$ cat config.mk
export PLATFORM = sky130hd
export DESIGN_NAME = uart_tx
export DESIGN_NICKNAME = d
export VERILOG_FILES = /design/src/rtl/arch_defs_pkg.sv /design/src/rtl/uart_baud_gen.sv /design/src/rtl/uart_tx.sv
export SDC_FILE = /design/constraint.sdc
export NUM_CORES = 1
export LEC_CHECK = 0
export ABC_AREA = 1
export BUFFER_PORTS_ARGS = -buffer_cell sky130_fd_sc_hd__buf_2
export CAP_MARGIN = 20
export CORE_MARGIN = 3
export CORE_UTILIZATION = 45
export DETAILED_ROUTE_END_ITERATION = 8
export GPL_TIMING_DRIVEN = 1
export PLACE_DENSITY = 0.78
export REMOVE_ABC_BUFFERS = 1
export SLEW_MARGIN = 10
export SYNTH_ARGS = -nofsm -noshare
export SYNTH_HDL_FRONTEND = slang
export SYNTH_HIERARCHICAL = 1
export SYNTH_SLANG_ARGS = --single-unit
$ cat constraint.sdc
create_clock -name clk -period 1.68 [get_ports clk]
set_input_delay 0.336 -clock clk [delete_from_list [all_inputs] [get_ports clk]]
set_output_delay 0.336 -clock clk [all_outputs]
set_load 0.05 [all_outputs]
$ cat src/rtl/arch_defs_pkg.sv
// Shared UART definitions: data width, bit index width, the UART state
// encoding used by both the transmitter and the receiver, and a helper
// that derives the clock-cycles-per-bit divisor.
package arch_defs_pkg;

    localparam int DATA_WIDTH    = 8;
    localparam int BIT_IDX_WIDTH = 3;

    typedef enum logic [2:0] {
        IDLE  = 3'd0,
        START = 3'd1,
        DATA  = 3'd2,
        STOP  = 3'd3,
        STOP2 = 3'd4
    } uart_state_t;

    // Integer-truncated divisor; never returns less than 1 so the baud
    // counter always has a legal terminal count.
    function automatic int clks_per_bit(input int clock_speed, input int baud_rate);
        int ratio;
        ratio = clock_speed / baud_rate;
        return (ratio < 1) ? 1 : ratio;
    endfunction

endpackage

$ cat src/rtl/uart_baud_gen.sv
// Bit-period timer for the UART transmitter. Counts 0..CLKS_PER_BIT-1 and
// wraps, raising bit_tick during the last cycle of each bit period. A
// synchronous clear holds the count at 0 so every frame starts on a fresh
// bit boundary.
module uart_baud_gen #(
    parameter int CLKS_PER_BIT = 208
) (
    input  logic clk,
    input  logic reset,
    input  logic clear,
    output logic bit_tick
);

    localparam int CNT_WIDTH = (CLKS_PER_BIT > 1) ? $clog2(CLKS_PER_BIT) : 1;
    localparam logic [CNT_WIDTH-1:0] LAST_COUNT = CNT_WIDTH'(CLKS_PER_BIT - 1);
    localparam logic [CNT_WIDTH-1:0] ONE        = CNT_WIDTH'(1);

    logic [CNT_WIDTH-1:0] count;

    // Free-running bit-period counter, cleared on reset, on request and at wrap.
    always_ff @(posedge clk) begin
        if (!reset) begin
            count <= '0;
        end else if (clear || (count == LAST_COUNT)) begin
            count <= '0;
        end else begin
            count <= count + ONE;
        end
    end

    assign bit_tick = (count == LAST_COUNT) && !clear;

endmodule

$ cat src/rtl/uart_tx.sv
// 8N1 UART transmitter: one byte per start strobe, LSB first, idle-high line,
// with an optional forced-low stop bit for framing-error injection.
// Build option: define UART_TX_TWO_STOP_EN to append a second (always high)
// stop bit, giving 11 bit times per frame instead of 10.
module uart_tx
    import arch_defs_pkg::*;
#(
    parameter int CLOCK_SPEED = 20_000_000,
    parameter int BAUD_RATE   = 9_600
) (
    input  logic                  clk,
    input  logic                  reset,
    input  logic [DATA_WIDTH-1:0] tx_parallel_data_in,
    input  logic                  tx_strobe_start,
    input  logic                  tx_force_frame_error,
    output logic                  tx_strobe_busy,
    output logic                  tx_serial_data_out
);

    localparam int CLKS_PER_BIT = clks_per_bit(CLOCK_SPEED, BAUD_RATE);
    localparam logic [BIT_IDX_WIDTH-1:0] LAST_BIT = BIT_IDX_WIDTH'(DATA_WIDTH - 1);

    uart_state_t              state;
    uart_state_t              state_next;
    logic [DATA_WIDTH-1:0]    data_latched;
    logic                     force_latched;
    logic [BIT_IDX_WIDTH-1:0] bit_idx;
    logic [BIT_IDX_WIDTH-1:0] bit_idx_next;
    logic                     line_next;
    logic                     busy_next;
    logic                     bit_tick;
    logic                     start_accept;

    // Only a strobe seen while idle begins a frame; strobes mid-frame are dropped.
    assign start_accept = (state == IDLE) && tx_strobe_start;

    // Holding the timer cleared while idle makes each frame start at count 0.
    uart_baud_gen #(
        .CLKS_PER_BIT (CLKS_PER_BIT)
    ) u_baud_gen (
        .clk      (clk),
        .reset    (reset),
        .clear    (state == IDLE),
        .bit_tick (bit_tick)
    );

    // State register; reset aborts any frame in progress.
    always_ff @(posedge clk) begin
        if (!reset) begin
            state <= IDLE;
        end else begin
            state <= state_next;
        end
    end

    // Next-state logic: each non-idle state lasts whole bit periods.
    always_comb begin
        state_next = state;
        case (state)
            IDLE: begin
                if (tx_strobe_start) begin
                    state_next = START;
                end
            end
            START: begin
                if (bit_tick) begin
                    state_next = DATA;
                end
            end
            DATA: begin
                if (bit_tick && (bit_idx == LAST_BIT)) begin
                    state_next = STOP;
                end
            end
            STOP: begin
                if (bit_tick) begin
`ifdef UART_TX_TWO_STOP_EN
                    state_next = STOP2;
`else
                    state_next = IDLE;
`endif
                end
            end
`ifdef UART_TX_TWO_STOP_EN
            STOP2: begin
                if (bit_tick) begin
                    state_next = IDLE;
                end
            end
`endif
            default: begin
                state_next = IDLE;
            end
        endcase
    end

    // Bit index advances once per data bit and restarts at every accepted frame.
    always_comb begin
        bit_idx_next = bit_idx;
        if (start_accept) begin
            bit_idx_next = '0;
        end else if ((state == DATA) && bit_tick) begin
            bit_idx_next = bit_idx + BIT_IDX_WIDTH'(1);
        end
    end

    // Frame contents are captured at the start strobe so later input changes are ignored.
    always_ff @(posedge clk) begin
        if (!reset) begin
            data_latched  <= '0;
            force_latched <= 1'b0;
            bit_idx       <= '0;
        end else begin
            if (start_accept) begin
                data_latched  <= tx_parallel_data_in;
                force_latched <= tx_force_frame_error;
            end
            bit_idx <= bit_idx_next;
        end
    end

    // Output decode from the upcoming state so the registered line lines up with it.
    always_comb begin
        line_next = 1'b1;
        busy_next = (state_next != IDLE);
        case (state_next)
            IDLE:    line_next = 1'b1;
            START:   line_next = 1'b0;
            DATA:    line_next = data_latched[bit_idx_next];
            STOP:    line_next = ~force_latched;
            STOP2:   line_next = 1'b1;
            default: line_next = 1'b1;
        endcase
    end

    // Output registers; the line idles high and busy is clear after reset.
    always_ff @(posedge clk) begin
        if (!reset) begin
            tx_serial_data_out <= 1'b1;
            tx_strobe_busy     <= 1'b0;
        end else begin
            tx_serial_data_out <= line_next;
            tx_strobe_busy     <= busy_next;
        end
    end

endmodule

==> out/results.txt <==
Final Hold Viols: 0
skew final: 8.12 ps
Synth cell types: 29
DRC Markers: 0
worst-path fanout max: 6
Area contributors post-synth: dfxtp_1 (39%), nand2_1 (10%), inv_1 (8.4%)
prevailing post-synth register cell: dfxtp_1
HP Class: in2reg
gr busiest metal: met2
Setup CP Type: reg2reg
largest net degree at the start of global routing: 20
Ys Warns: 6
Power Density: 651 nW/um^2
cell area after layout: 1910 um^2
Post-Synthesis Cells: 206
gr usage total: 16.8%
EDFF count, synth: 0
Clock power frac: 32.6%
Final Net Count: 266
Net Sw Frac: 26.3%
ys async rst share: 0%
Antenna Nets Post-Route: 0
P_sw: 327 uW
RSZ-0062 raised after global routing: yes
core footprint: 3100 um^2
status: finished, violations left
via count: 1345
drt via density: 4.56
post-DP HPWL: 2.23 mm
Internal: 914 uW
failing checks: negative setup slack
wire length per cell: 10.2 um
1st-iter DRT viols: 62
vias in the first global route: 1263
# fillers: 300
first-pass GRT wire length: 5.18 mm
R2R Setup Slk: -140 ps
Startpoint Class: flip-flop
Worst Path Arrival: 2070 ps
max_cap viols: 0
row count: 20
syn_area_per_cell: 7.19 um^2
chip width: 63.4 um
Clock Path Buffers: 2
cts bufs inserted: 5
Yosys top cell by area: dfxtp_1
DRT Wirelength: 3.01 mm
Combinational Power Share: 9.6%
Synth Cell Area: 1480 um^2
period utilization: 108%
clock root cell: clkbuf_4
multi-input logic area: 807 um^2
clk slew on worst S/H paths: 90 ps
Final setup viols: 2
total die area: 4020 um^2
worst-skew pair later-pin latency: 340 ps
Final Max Tran Viols: 0
GRT met2 Usage: 27.6%
I/O pin total: 14
total negative setup slack: -181 ps
layout cells sized above 1: 33.5%
Peak VDD IR: 0.000373 V
antenna violations before repair: 0
Final min period: 1820 ps
Seq/Total Area, Yosys: 39.2%
share of the synthesized area in the top cell type: 39.2%
Die Y: 63.4 um
Sequential Power Share: 57.8%
Storage cell area: 583 um^2
DR pass1 iterations: 4
GPL Wtd Cong: 0.879
level count of the clock H-tree: 2
clk sinks: 29
ant diodes: 0
Initial Utilization: 47.7%
maximum achievable frequency: 550 MHz
min setup slack post-route: -139 ps
met3 Track Usage GR: 4.81%
met1 Use GR: 18.6%
Yosys reg bits: 29
Crit. End Element: flip-flop
PortBufs: 13
P&R area growth vs syn: 28.6%
CTS tree: done
Pleak: 0.813 nW
Placement Cell Area: 1770 um^2
GR Overflow Total: 0
Critical Path RT: 1930 ps
==> cells in the final DEF, fill, tap and decap left out, drive strengths merged <==
cell / n
nand2: 45
buf: 41
nor2: 34
inv: 33
dfxtp: 29
nand3: 16
a21oi: 14
o21ai: 11
nand4: 6
clkbuf: 6
xor2: 4
ha: 4
clkinv: 3
nor3: 2
and2: 1
conb: 1
xnor2: 1
==> cells by family after synthesis <==
logic type	after synthesis	share of synthesized area, %
buffers and inverters	38	10.5
AND/OR/NAND/NOR	104	34.3
flip-flops	29	39.2
adder cells (fa/ha/maj)	4	3.38
XOR/XNOR	5	2.96
AO/OA/AOI/OAI	25	9.46
other	1	0.253
==> metal layers <==
metal,part of all wire [%],vias to the layer above
li1,-,737
met2,47,19
met3,3.6,12
met5,0,-
met1,46,577
met4,3.4,0
==> stage by stage <==
| stage | total power, mW | utilization, % | hold WS (ps) | std cells | worst slack, ps |
|---|---|---|---|---|---|
| after global placement | 0.836 | 57.0 | 443 | 285 | -203 |
| after detailed placement | 0.840 | 57.0 | 447 | 285 | -275 |
| final | 1.24 | 61.4 | 229 | 295 | -139 |
| after floorplan | 0.797 | - | 429 | 202 | -158 |
| after CTS | 1.25 | 59.1 | 218 | 293 | -167 |
| after global routing | 1.31 | 61.4 | 229 | 295 | -320 |
==> area by class of cell <==
| type | count | share of cell area, % |
|---|---|---|
| Multi-Input combinational cell | 139 | 42.4 |
| Sequential cell | 29 | 30.6 |
| Timing Repair Buffer | 41 | 14.6 |
| Inverter | 34 | 6.83 |
| Tap cell | 44 | 2.89 |
| Clock buffer | 6 | 2.17 |
| Clock inverter | 2 | 0.525 |
==> cell usage after synthesis (all sizes together), types with 2 or more instances <==
cell and instances:
nand2 45, nor2 34, inv 33, dfxtp 29, nand3 16, a21oi 14
o21ai 11, nand4 6, ha 4, xor2 4, buf 3, nor3 2
==> power groups by stage <==
stage               Combinational, mW  Clock (mW)  Sequential, mW
floorplan                      0.0580           0           0.739
global placement                0.106           0           0.731
detailed placement              0.109           0           0.732
CTS                             0.111       0.424           0.716
global route                    0.137       0.457           0.720
finish                          0.119       0.404           0.718
==> flip-flops by register name (all words and copies together), names as in the netlist <==
register and flops:
tx_serial_data_out 1, bit_idx 3, state 3, force_latched 1
u_baud_gen/count 12, tx_strobe_busy 1, data_latched 8
==> worst paths after layout <==
| check | startpoint | depth (start not counted) | end |
|---|---|---|---|
| hold reg to reg | data_latched[4] | 2 | data_latched[4] |
| setup / recovery | u_baud_gen/count[0] | 17 | tx_serial_data_out |
| setup reg to reg | u_baud_gen/count[0] | 17 | tx_serial_data_out |
| hold / removal | tx_force_frame_error | 3 | force_latched |
==> critical path: stages (launching register included) <==
cell and delay (ps):
dfxtp_2 340, inv_4 70, ha_4 130, nand2_2 50, nor2_2 90, nand3_2 110
nor2_4 120, nand2_2 60, inv_2 80, nand2_4 80, o21ai_2 140, a21oi_2 50
nor2_1 100, nand2_1 80, clkinv_1 70, o21ai_1 70, nand2_1 70, inv_1 30
==> repair_timing <==
action | in CTS | in global routing
gates resized for setup | 6 | 17
endpoints found under the setup margin | 6 | 6
buffers inserted | 0 | 2
hold buffers | 0 | 0
pin swaps | 2 | 1
No activity file was read; power rests on OpenSTA's default activity.
